$ cat src/rtl/ofdm_tx_pkg.sv
// Shared constants, subcarrier classification helpers and controller state
// encoding for the OFDM transmit symbol path.
package ofdm_tx_pkg;

    localparam int         N_SC   = 64;
    localparam logic [5:0] K_LAST = 6'(N_SC - 1);

    localparam logic [5:0] NULL_DC = 6'd0;
    localparam logic [5:0] NULL_LO = 6'd27;
    localparam logic [5:0] NULL_HI = 6'd37;

    localparam logic [5:0] PILOT_K0 = 6'd7;
    localparam logic [5:0] PILOT_K1 = 6'd21;
    localparam logic [5:0] PILOT_K2 = 6'd43;
    localparam logic [5:0] PILOT_K3 = 6'd57;

    localparam logic [15:0] PILOT_POS = 16'h4000;
    localparam logic [15:0] PILOT_NEG = 16'hC000;

    localparam logic [2:0] NBPSC_BPSK  = 3'd1;
    localparam logic [2:0] NBPSC_QPSK  = 3'd2;
    localparam logic [2:0] NBPSC_QAM16 = 3'd4;
    localparam logic [2:0] NBPSC_QAM64 = 3'd6;

    typedef enum logic [1:0] {
        ST_IDLE,
        ST_CLASSIFY,
        ST_GATHER,
        ST_EMIT
    } state_t;

    function automatic logic is_null_sc(input logic [5:0] k);
        return (k == NULL_DC) || ((k >= NULL_LO) && (k <= NULL_HI));
    endfunction

    function automatic logic is_pilot_sc(input logic [5:0] k);
        return (k == PILOT_K0) || (k == PILOT_K1) || (k == PILOT_K2) || (k == PILOT_K3);
    endfunction

    // Pilot at 57 is inherently -1; symbol polarity flips all four.
    function automatic logic [31:0] pilot_word(input logic [5:0] k, input logic pol);
        logic neg;
        neg = (k == PILOT_K3) ^ pol;
        return {(neg ? PILOT_NEG : PILOT_POS), 16'h0000};
    endfunction

    function automatic logic n_bpsc_ok(input logic [2:0] n);
        return (n == NBPSC_BPSK) || (n == NBPSC_QPSK) || (n == NBPSC_QAM16) || (n == NBPSC_QAM64);
    endfunction

endpackage

$ cat src/rtl/modulation.sv
// Combinational Gray-coded constellation mapper (BPSK/QPSK/16-QAM/64-QAM).
// bits_in[0] is the first bit of the group; output is {I, Q} in Q15, truncated.
module modulation
    import ofdm_tx_pkg::*;
(
    input  logic [2:0]  N_BPSC,
    input  logic [5:0]  bits_in,
    output logic [31:0] IQ
);

    // Unit-average-power levels at half scale: 0.5 * level / sqrt(norm).
    localparam logic [15:0] AMP_BPSK = 16'd16384;
    localparam logic [15:0] AMP_QPSK = 16'd11585;
    localparam logic [15:0] AMP_16_1 = 16'd5181;
    localparam logic [15:0] AMP_16_3 = 16'd15543;
    localparam logic [15:0] AMP_64_1 = 16'd2528;
    localparam logic [15:0] AMP_64_3 = 16'd7584;
    localparam logic [15:0] AMP_64_5 = 16'd12640;
    localparam logic [15:0] AMP_64_7 = 16'd17696;

    function automatic logic [15:0] apply_sign(input logic pos, input logic [15:0] mag);
        return pos ? mag : (~mag + 16'd1);
    endfunction

    function automatic logic [15:0] qam16_mag(input logic b);
        return b ? AMP_16_1 : AMP_16_3;
    endfunction

    function automatic logic [15:0] qam64_mag(input logic [1:0] b);
        logic [15:0] m;
        case (b)
            2'b00:   m = AMP_64_7;
            2'b01:   m = AMP_64_5;
            2'b11:   m = AMP_64_3;
            default: m = AMP_64_1;
        endcase
        return m;
    endfunction

    always_comb begin
        IQ = '0;
        case (N_BPSC)
            NBPSC_BPSK:  IQ = {apply_sign(bits_in[0], AMP_BPSK), 16'h0000};
            NBPSC_QPSK:  IQ = {apply_sign(bits_in[0], AMP_QPSK),
                               apply_sign(bits_in[1], AMP_QPSK)};
            NBPSC_QAM16: IQ = {apply_sign(bits_in[0], qam16_mag(bits_in[1])),
                               apply_sign(bits_in[2], qam16_mag(bits_in[3]))};
            NBPSC_QAM64: IQ = {apply_sign(bits_in[0], qam64_mag({bits_in[1], bits_in[2]})),
                               apply_sign(bits_in[3], qam64_mag({bits_in[4], bits_in[5]}))};
            default:     IQ = '0;
        endcase
    end

endmodule

$ cat src/rtl/ofdm_symbol_mapper_ctrl.sv
// Walks subcarriers 0..63 of one OFDM symbol, gathering coded bits for data
// carriers, inserting pilots/nulls, and presenting each IQ word under valid/ready.
module ofdm_symbol_mapper_ctrl
    import ofdm_tx_pkg::*;
(
    input  logic        clk,
    input  logic        rstn,
    input  logic        sym_start,
    input  logic [2:0]  sym_n_bpsc,
    input  logic        sym_pilot_pol,
    input  logic        bit_in,
    input  logic        bit_valid,
    output logic        bit_ready,
    output logic [31:0] iq_out,
    output logic [5:0]  iq_idx,
    output logic        iq_valid,
    output logic        iq_last,
    input  logic        iq_ready,
    output logic        busy,
    output logic        cfg_err
);

    state_t      state, state_next;
    logic [5:0]  k;
    logic [2:0]  bit_cnt;
    logic [2:0]  n_bpsc;
    logic        pol;
    logic [5:0]  bits_sr;
    logic [5:0]  bits_full;
    logic [31:0] mod_iq;
    logic        is_data;
    logic        start_ok;
    logic        bit_hs;
    logic        group_done;

    assign is_data    = !is_null_sc(k) && !is_pilot_sc(k);
    assign start_ok   = sym_start && n_bpsc_ok(sym_n_bpsc);
    assign bit_hs     = (state == ST_GATHER) && bit_valid;
    assign group_done = bit_hs && (bit_cnt == (n_bpsc - 3'd1));

    assign busy      = (state != ST_IDLE);
    assign bit_ready = (state == ST_GATHER);
    assign iq_valid  = (state == ST_EMIT);
    assign iq_last   = iq_valid && (k == K_LAST);
    assign iq_idx    = k;

    // The mapper sees the group including the bit being accepted this cycle,
    // so the word can be registered on the last handshake.
    always_comb begin
        bits_full = bits_sr;
        for (int i = 0; i < 6; i++) begin
            if (3'(i) == bit_cnt) bits_full[i] = bit_in;
        end
    end

    modulation u_modulation (
        .N_BPSC  (n_bpsc),
        .bits_in (bits_full),
        .IQ      (mod_iq)
    );

    always_comb begin
        state_next = state;
        case (state)
            ST_IDLE:     if (start_ok) state_next = ST_CLASSIFY;
            ST_CLASSIFY: state_next = is_data ? ST_GATHER : ST_EMIT;
            ST_GATHER:   if (group_done) state_next = ST_EMIT;
            ST_EMIT:     if (iq_ready) state_next = (k == K_LAST) ? ST_IDLE : ST_CLASSIFY;
            default:     state_next = ST_IDLE;
        endcase
    end

    always_ff @(posedge clk) begin
        if (!rstn) begin
            state   <= ST_IDLE;
            k       <= '0;
            bit_cnt <= '0;
            bits_sr <= '0;
            n_bpsc  <= '0;
            pol     <= 1'b0;
            iq_out  <= '0;
            cfg_err <= 1'b0;
        end else begin
            state   <= state_next;
            cfg_err <= (state == ST_IDLE) && sym_start && !n_bpsc_ok(sym_n_bpsc);
            case (state)
                ST_IDLE: begin
                    if (start_ok) begin
                        n_bpsc <= sym_n_bpsc;
                        pol    <= sym_pilot_pol;
                        k      <= '0;
                    end
                end
                ST_CLASSIFY: begin
                    bit_cnt <= '0;
                    bits_sr <= '0;
                    if (!is_data) iq_out <= is_pilot_sc(k) ? pilot_word(k, pol) : 32'h0;
                end
                ST_GATHER: begin
                    if (bit_hs) begin
                        bits_sr <= bits_full;
                        bit_cnt <= bit_cnt + 3'd1;
                    end
                    if (group_done) iq_out <= mod_iq;
                end
                ST_EMIT: begin
                    if (iq_ready && (k != K_LAST)) k <= k + 6'd1;
                end
                default: ;
            endcase
        end
    end

endmodule

$ cat config.mk
export PLATFORM = sky130hd
export DESIGN_NAME = ofdm_symbol_mapper_ctrl
export DESIGN_NICKNAME = d
export VERILOG_FILES = /design/src/rtl/ofdm_tx_pkg.sv /design/src/rtl/modulation.sv /design/src/rtl/ofdm_symbol_mapper_ctrl.sv
export SDC_FILE = /design/constraint.sdc
export NUM_CORES = 1
export LEC_CHECK = 0
export ABC_AREA = 1
export ABC_CLOCK_PERIOD_IN_PS = 2200
export CAP_MARGIN = 20
export CORE_MARGIN = 2
export CORE_UTILIZATION = 50
export DETAILED_ROUTE_END_ITERATION = 8
export GPL_TIMING_DRIVEN = 0
export PLACE_DENSITY = 0.77
export SYNTH_ARGS = -nofsm -noshare
export SYNTH_HDL_FRONTEND = slang
export SYNTH_HIERARCHICAL = 1
export SYNTH_SLANG_ARGS = --single-unit
export TNS_END_PERCENT = 30
$ cat constraint.sdc
create_clock -name clk -period 2.2 [get_ports clk]
set_input_delay 0.55 -clock clk [delete_from_list [all_inputs] [get_ports clk]]
set_output_delay 0.55 -clock clk [all_outputs]
set_load 0.02 [all_outputs]
# [After elaboration in Yosys (flattened, before gate mapping)]
# Cells that the tools add are included.
[word_totals] register_bits=54 latch_bits=0 ramBits=0 romBits=0 in_bits=10 out_inout_bits=43 word_cells=125 n_memories=0
[op_classes] addsub=7 mul=0 div_mod_pow=0 n_lt_le_gt_ge=2 n_eq_ne=33 shift=0 muxes=38 n_bitwise=5 n_reduce_logical=32
[op_table] op="two-way mux 16 bit" n=10
[op_table] op="case mux 32 bit (4 select lines)" n=1
[op_table] op="two-way mux 32 bit" n=3
[op_table] op="case mux 15 bit (3 select lines)" n=2
[op_table] op="adder 16 x 1 -> 16 bit, second input constant" n=4
[op_table] op="inverter 16 bit" n=4
[op_table] op="case mux 32 bit (2 select lines)" n=1
[op_table] op="two-way mux 14 bit" n=2
[op_table] op="case mux 6 bit (2 select lines)" n=2
[op_table] op="equality test 6 bit, second input constant" n=3
[op_table] op="two-way mux 6 bit" n=3
[op_table] op="equality test 3 bit, second input constant" n=4
[op_table] op="logical AND 1 bit" n=9
[op_table] op="AND reduction 3 bit" n=3
[op_table] op="equality test 2 bit, second input constant" n=4
[op_table] op="two-way mux 1 bit" n=8
[op_table] op="inequality test 2 x 1 -> 1 bit, second input constant" n=4
[op_table] op="case mux 2 bit (4 select lines)" n=1
[op_table] op="logical OR 1 bit" n=7
[op_table] op="adder 6 x 1 -> 6 bit, second input constant" n=1
[op_table] op="equality test 2 x 1 -> 1 bit, second input constant" n=3
[op_table] op="equality test 2 x 3 -> 1 bit, first input constant" n=2
[op_table] op="equality test 3 x 1 -> 1 bit, second input constant" n=2
[op_table] op="equality test 3 x 2 -> 1 bit, second input constant" n=2
[op_table] op="21 further kinds" n=32

# [Logic depth before layout (Yosys ltp)]
# Gate-level depths: netlist (run 1).
[depth] word_depth=11 depth_mapped=16 ltp_nobuf=16

# [Modules after synthesis]
# The synthesis (run 1) kept the hierarchy.
[modules_own_cells] mod="ofdm_symbol_mapper_ctrl" n_inst=1 cells_each=436 area_each_um2=2890.3 seq_area_each_um2=1081.0
[modules_own_cells] mod="modulation" n_inst=1 cells_each=131 area_each_um2=704.4 seq_area_each_um2=0.0

# [Worst setup path before layout (run 1)]
# Ideal clock, no wire load.
[synth_path] path_kind="register to register" start="register bit_cnt[1]" end="register iq_out[26]" setup_ns=0.115 arrival_ns=2.153 required_ns=2.085 setup_slack_ns=-0.068 path_stages_with_launch=13 n_path_buf=0 synth_period_minus_slack_ns=2.268 cell_sequence="dfxtp_1 -> inv_1 -> ha_1 -> a31oi_1 -> inv_1 -> ha_1 -> xor2_1 -> nand2_1 -> nand3_1 -> nand2_1 -> nand3_1 -> nand2_1 -> nor2_1"
[synth_via] elab_chain_len=11 word_cells_on_any_way=26 cone_classes="add/sub: 2; eq/ne: 6; mux: 12; bitwise: 2; reduce/logical: 4"
[synth_lines] element="from (decl)" line="ofdm_symbol_mapper_ctrl.sv:25" rtl="logic [2:0] bit_cnt;"
[synth_lines] element="from (signal assigned)" line="ofdm_symbol_mapper_ctrl.sv:102" rtl="bit_cnt <= bit_cnt + 3'd1;"
[synth_lines] element="equality test 1 x 3 -> 1 bit (*)" line="ofdm_symbol_mapper_ctrl.sv:52" rtl="if (3'(i) == bit_cnt) bits_full[i] = bit_in;"
[synth_lines] element="two-way mux 1 bit (*)" line="ofdm_symbol_mapper_ctrl.sv:52"
[synth_lines] element="named net bits_full[1]" line="ofdm_symbol_mapper_ctrl.sv:29" rtl="logic [5:0] bits_full;"
[synth_lines] element="equality test 2 bit, or another cell as far along" line="modulation.sv:31" rtl="case (b)"
[synth_lines] element="case mux 15 bit (3 select lines)" line="modulation.sv:31"
[synth_lines] element="two-way mux 16 bit" line="modulation.sv:42" rtl="case (N_BPSC)"
[synth_lines] element="inverter 16 bit" line="modulation.sv:22" rtl="return pos ? mag : (~mag + 16'd1);"
[synth_lines] element="adder 16 x 1 -> 16 bit" line="modulation.sv:22"
[synth_lines] element="two-way mux 16 bit" line="modulation.sv:22"
[synth_lines] element="case mux 32 bit (4 select lines) (*)" line="modulation.sv:42"
[synth_lines] element="named net mod_iq[26]" line="ofdm_symbol_mapper_ctrl.sv:30" rtl="logic [31:0] mod_iq;"
[synth_lines] element="two-way mux 32 bit (*)" line="ofdm_symbol_mapper_ctrl.sv:104" rtl="if (group_done) iq_out <= mod_iq;"
[synth_lines] element="case mux 32 bit (2 select lines) (*)" line="ofdm_symbol_mapper_ctrl.sv:86" rtl="case (state)"
[synth_lines] element="to (signal assigned)" line="ofdm_symbol_mapper_ctrl.sv:97" rtl="if (!is_data) iq_out <= is_pilot_sc(k) ? pilot_word(k, pol) : 32'h0;"
[synth_lines] element="to (signal assigned)" line="ofdm_symbol_mapper_ctrl.sv:104"
[synth_lines] element="to (decl)" line="ofdm_symbol_mapper_ctrl.sv:14" rtl="output logic [31:0] iq_out,"
# Mark *: on every way through the listed nets, which the timed path passes. The rest lies on a longest branch. The select of a mux whose other input is x is not followed.
# A chain may end at the register's enable or synchronous reset.

# [Worst setup path in the final report (run 1)]
[layout_path] start="register state[1]" end="output port iq_last"
[layout_via] elab_chain_len=2
[layout_lines] element="from (decl)" line="ofdm_symbol_mapper_ctrl.sv:23" rtl="state_t state, state_next;"
[layout_lines] element="from (signal assigned)" line="ofdm_symbol_mapper_ctrl.sv:84" rtl="state <= state_next;"
[layout_lines] element="equality test 2 bit" line="ofdm_symbol_mapper_ctrl.sv:43" rtl="assign iq_valid = (state == ST_EMIT);"
[layout_lines] element="logical AND 1 bit" line="ofdm_symbol_mapper_ctrl.sv:44" rtl="assign iq_last = iq_valid && (k == K_LAST);"
[layout_lines] element="to (decl)" line="ofdm_symbol_mapper_ctrl.sv:17" rtl="output logic iq_last,"
# No other way between the ends.

==> metrics, run 1 <==
status completed; synth warn 6; number of library cell types mapped by synthesis 31; FP Rows 30; routed length per instance 12.2 um; CTS sink count 54; vias 3814; multiplexer share of the synthesized area 0.00278; Starting DRT DRC Count 170; Syn Nets 601; Final Slew Violations 0; Final Setup Violations 0; worst slack, placed -0.741 ns; maxcap violations 0; Pwr Density 1040 nW/um^2; combinational family with the most area after synthesis simple AND/OR/NAND/NOR gates; hold_ws 0.487 ns; post-synth top area cell dfxtp_1; synthesized cell area 3590 um^2; maximum root-to-sink buffer count 2; clock skew 0.00751 ns; Required @ worst endpoint 1.65 ns; Max Clock Freq 473 MHz; Die ar. 7880 um^2; LEAKAGE 2.04 nW; Post-Syn Area per Cell 6.34 um^2; cells after synthesis 567; # fillers 634; Worst VDD drop 0.628 mV; H-Tree Depth 2; GR peak layer met2; post-synthesis sequential area ratio 0.301; area occupied by multi-input gates 2320 um^2; starting density of the core 0.523; core region area 6870 um^2; grt met1 use 0.263; post-synthesis compound-gate area fraction 0.120; slew at the pin closest to its max-slew limit 0.548 ns; post-synthesis simple-gate area fraction 0.363; PnR worst setup slack 0.0846 ns; die width 88.8 um; CTS tree yes; Worst Setup Start Kind flip-flop; fin crit share 0.962; CP Class flip-flop to output port; vias in the first global route 3354; layout cell share with drive strength beyond 1 0.139; Final min period 2.12 ns; DRC viols 0; CP Capture Type output port; final core occ 0.674; Data arrival, critical path 1.57 ns; GR Layer Usage met2 0.417; clock root buffer clkbuf_8; Total Wirelength 8990 um; Final Hold Fails 0; Skew-Pair Late Insertion Delay 0.31 ns; Design Power 4.80 mW; worst min path class flip-flop to flip-flop; First-pass DRT Iterations 5; All-Layer GR Usage 0.226; Inserted Clock Buffers 5; RSZ-0062 raised after global routing true; Crit Path Max Fanout 7; first-pass GRT wire length 14300 um; # port buffers 52; Area Overhead vs Synth 28.8%; fin nets 672; I/O pins 53; routability cong. 0.927; Clock transition at path regs 0.09 ns; largest net degree at the start of global routing 16; DPL Wire Length 6370 um; Synth Area in XOR/XNOR 0.0317; ANT nets after route 0; GR Util met3 0.0410; Synth Area in Adders 0.0835; post-synth top area share 0.301; post-synthesis register bit count 54; # diodes 0; initial antenna violation count 0; hold_buf cts 0; total gr overflow 0; DR vias/cell 5.19; Register Area 1090 um^2; ranking of synthesized cells by area dfxtp_1 30%, nand2_1 17%, nand3_1 9.0%; final setup TNS 0 ns; Slew HR 0.635; die height 88.8 um
[final timing paths]
| check | slack [ns] | end | startpoint | depth (start not counted) |
|---|---|---|---|---|
| max | 0.08 | iq_last | state[1] | 4 |
| min | 0.49 | iq_out[4] | iq_out[4] | 2 |
| max reg2reg | 0.11 | iq_out[27] | bit_cnt[1] | 13 |
| min reg2reg | 0.49 | iq_out[4] | iq_out[4] | 2 |
[placed cells by master, fill, tap and decap left out, drive strengths merged]
cell,netlist,routed
nand2,170,170
nand3,70,70
nor2,69,69
a21oi,58,58
dfxtp,54,54
inv,49,48
clkdlybuf4s50,0,47
buf,24,34
ha,24,24
clkbuf,7,17
o21ai,14,14
xnor2,8,8
a31oi,5,5
xor2,5,5
dlymetal6s2s,0,3
nor3,2,2
clkinv,1,2
o21bai,1,1
nand3b,1,1
a21boi,1,1
a22oi,1,1
o22ai,1,1
mux2i,1,1
dlygate4sd2,0,1
clkdlybuf4s15,0,1
nand4,1,1
[cells by family (layout without fill, tap and decap cells)]
logic type      Yosys count  after routing
compound gates           81             81
xor+xnor                 13             13
fa+ha+maj                24             24
buf+inv                  81            153
flops                    54             54
mux                       1              1
simple gates            313            313
[synth_stat cells (all sizes together)]
cell,number
a21boi,1
a21oi,58
a22oi,1
a31oi,5
buf,24
clkbuf,7
clkinv,1
dfxtp,54
ha,24
inv,49
mux2i,1
nand2,170
nand3,70
nand3b,1
nand4,1
nor2,69
nor3,2
o21ai,14
o21bai,1
o22ai,1
xnor2,8
xor2,5
[per-layer routing]
metal	vias up	wire (um)
li1	1961	-
met1	1726	3830
met2	104	4590
met3	23	359
met4	0	197
met5	-	0
[per-stage QoR]
stage                     cells  area (um^2)
after global placement      715         4240
after floorplan             567         3600
after detailed placement    715         4240
final                       735         4630
after global routing        735         4630
after CTS                   727         4440
[final cells by class]
type / count / area share
Multi-Input combinational cell: 432 / 0.500
Clock buffer: 8 / 0.0238
Inverter: 50 / 0.0422
Tap cell: 96 / 0.0260
Sequential cell: 54 / 0.236
Timing Repair Buffer: 64 / 0.133
Buffer: 31 / 0.0381
[what timing repair did]
action / 4_1_cts / 5_1_grt
resized for setup: 15 / 42
setup endpoints to repair: 33 / 39
buffers inserted: 4 / 8
pin swaps: 2 / 4
[power by group]
group	total, mW	switching (mW)	internal [mW]
clock	0.631	0.313	0.318
sequential	1.31	0.127	1.19
combinational	2.86	1.64	1.22
[critical path: stages (launching register included)]
cell,delay (ns)
dfxtp_1,0.39
ha_2,0.28
inv_1,0.11
nor2_1,0.16
clkdlybuf4s15_1,0.32
[registers in the layout (all words and copies together), names as in the netlist]
| signal | flops |
|---|---|
| iq_out | 32 |
| bits_sr | 6 |
| iq_idx | 6 |
| bit_cnt | 3 |
| n_bpsc | 3 |
| state | 2 |
| cfg_err | 1 |
| pol | 1 |
Note: power is estimated with default switching activity, not from simulation.
==> run 2: changes to the inputs <==
- CORE_UTILIZATION: 50 -> 35
- PLACE_DENSITY: 0.77 -> not set
==> run 2 against run 1 <==
Highest routed layer unchanged. Combinational power hardly changed. Clock-buffer cell count down 2. Register-to-register slack improved by 0.02 ns. Sequential cell count did not move. Global-route usage down 6.6 points. Fmax up 2.2%. Clock power down 7.1%. Worst hold slack got worse by 0.019 ns.
==> metrics, run 2 (synthesis results as in run 1) <==
Area Overhead vs Synth 29.5% (was 28.8%); hold depth 2 (unchanged); Slew HR 0.598 (was 0.635); All-Layer GR Usage 0.160 (was 0.226); # diodes 0 (unchanged); hold_buf cts 0 (unchanged); DR vias/cell 4.79 (was 5.19); worst min path class flip-flop to flip-flop (unchanged); CTS sink count 54 (unchanged); clock skew 0.00953 ns (was 0.00751 ns); Final Slew Violations 0 (unchanged); commonest cells after routing, fill and taps aside 167 x nand2_1, 68 x nor2_1, 65 x nand3_1, 53 x a21oi_1, 48 x dfxtp_1 (was 167 x nand2_1, 67 x nor2_1, 64 x nand3_1, 55 x a21oi_1, 48 x dfxtp_1); layout cell share with drive strength beyond 1 0.138 (was 0.139); Final min period 2.07 ns (was 2.12 ns); Required @ worst endpoint 2.41 ns (was 1.65 ns); R2R Path End iq_out[1] (was iq_out[27]); status completed (unchanged); Largest stage delay, worst path 0.39 ns (about the same); clock root buffer clkbuf_8 (unchanged); Final Hold Fails 0 (unchanged); fin nets 670 (was 672); Inserted Clock Buffers 5 (unchanged); Pwr Density 1030 nW/um^2 (was 1040 nW/um^2); r2r setup slk 0.13 ns (was 0.11 ns); PnR worst setup slack 0.131 ns (was 0.0846 ns); R2R cell count 13 (unchanged); Worst VDD drop 0.485 mV (was 0.628 mV); max reg flops 32 (unchanged); critical path cell sequence ha_1 > ha_1 > a21oi_1 > clkbuf_4 > inv_1 > nand2_1 > nand2_1 > nand2_1 > nand2_1 > nand2_1 > nand3_1 > nand2_1 > nor2_1 (was ha_2 > inv_1 > nor2_1 > clkdlybuf4s15_1); Hold Path End bits_sr[0] (was iq_out[4]); LEAKAGE 2.02 nW (was 2.04 nW); Largest Register iq_out (unchanged); worst slack, placed -0.753 ns (was -0.741 ns); Data arrival, critical path 2.28 ns (was 1.57 ns); FP Rows 36 (was 30); Max Clock Freq 483 MHz (was 473 MHz); DPL Wire Length 6790 um (was 6370 um); H-Tree Depth 2 (unchanged); Final Setup Violations 0 (unchanged); Post-DP Area 4290 um^2 (was 4240 um^2); vias in the first global route 3420 (was 3354); most numerous cell on the critical path nand2_1; CTS tree yes (unchanged); Post-Place Cells 752 (was 715); routability cong. 0.848 (was 0.927); Die ar. 11100 um^2 (was 7880 um^2); CP Class flip-flop to flip-flop (was flip-flop to output port); min-delay src bits_sr[0] (was iq_out[4]); I/O pins 53 (unchanged); first-pass GRT wire length 15000 um (was 14300 um); initial antenna violation count 0 (unchanged); vias 3689 (was 3814); maxcap violations 0 (unchanged); Total Wirelength 9130 um (was 8990 um); total gr overflow 0 (unchanged); maximum root-to-sink buffer count 2 (unchanged); r2r startpoint bit_cnt[0] (was bit_cnt[1]); Clock transition at path regs 0.10 ns (was 0.09 ns); # fillers 1059 (was 634); largest net degree at the start of global routing 17 (was 16); First-pass DRT Iterations 4 (was 5); CP max stage cell dfxtp_4 (was dfxtp_1); Design Area, Final 4650 um^2 (was 4630 um^2); core region area 9860 um^2 (was 6870 um^2); slew at the pin closest to its max-slew limit 0.603 ns (was 0.548 ns); hold_ws 0.469 ns (was 0.487 ns); die height 105 um (was 88.8 um); Skew-Pair Late Insertion Delay 0.31 ns (about the same); Worst Setup Start Kind flip-flop (unchanged); fin crit share 0.940 (was 0.962); ANT nets after route 0 (unchanged); CP Capture Type flip-flop (was output port); Starting DRT DRC Count 113 (was 170); starting density of the core 0.364 (was 0.523); Crit Path Max Fanout 9 (was 7); DRC viols 0 (unchanged); # port buffers 52 (unchanged); final setup TNS 0 ns (unchanged); die width 105 um (was 88.8 um); most common cell after layout, fill and taps aside nand2_1 (unchanged); final core occ 0.472 (was 0.674); Post-Layout Cell Count 770 (was 735); routed length per instance 11.9 um (was 12.2 um); Design Power 4.78 mW (was 4.80 mW)
==> run 2: cell types whose count changed in the layout (fill, tap and decap cells not counted), sizes merged <==
cell,previous run,this run
a21boi,1,2
buf,34,31
clkbuf,17,16
clkdlybuf4s15,1,0
clkinvlp,0,2
==> run 2: area by class of cell <==
class                   count  area, um^2  area share
repair buffers             61         589       0.127
plain buffers              31         176      0.0379
clock inverters             2        12.5     0.00269
well taps                 133         166      0.0358
clock buffers               6        82.6      0.0177
multi-input cells         433        2330       0.500
inverters                  50         201      0.0433
flip-flops and latches     54        1100       0.236
==> run 2: routing by layer <==
layer	track usage	share of wire	vias up
met5	0	0	-
met4	0.0390	0.011	0
met3	0.0247	0.027	8
met2	0.294	0.49	47
met1	0.193	0.47	1680
li1	-	-	1954
==> run 2: worst max path at each step <==
stage / startpoint / end / slack [ns] / cells past startpoint
finish: bit_cnt[0] / iq_out[1] / 0.13 / 13
detailed placement: bit_in / iq_out[26] / -0.75 / 12
global route: bit_cnt[0] / iq_out[7] / -0.04 / 13
floorplan: bit_cnt[0] / iq_out[26] / 0.01 / 12
global placement: bit_in / iq_out[30] / -0.76 / 15
CTS: bit_cnt[1] / iq_out[10] / -0.03 / 13
==> run 2: critical path, delay by kind of cell, from the launching register on <==
kind                     cells  cell delay [ns]
buffers and inverters        2             0.34
AO/OA/AOI/OAI                1             0.21
adder cells (fa/ha/maj)      2             0.41
AND/OR/NAND/NOR              8             0.63
flip-flops                   1             0.39
==> run 2: power by group <==
part	leakage [nW]	switching, mW	internal, mW
clock network	0.0472	0.333	0.254
registers	0.446	0.132	1.19
logic	1.53	1.64	1.24
total	2.02	2.11	2.68
==> run 2: timing repair <==
action / in CTS / in global routing
gates resized for setup: 15 / 47
buffers inserted: 2 / 7
pin swaps: 2 / 4
cloned: 0 / 1
setup endpoints to repair: 37 / 41
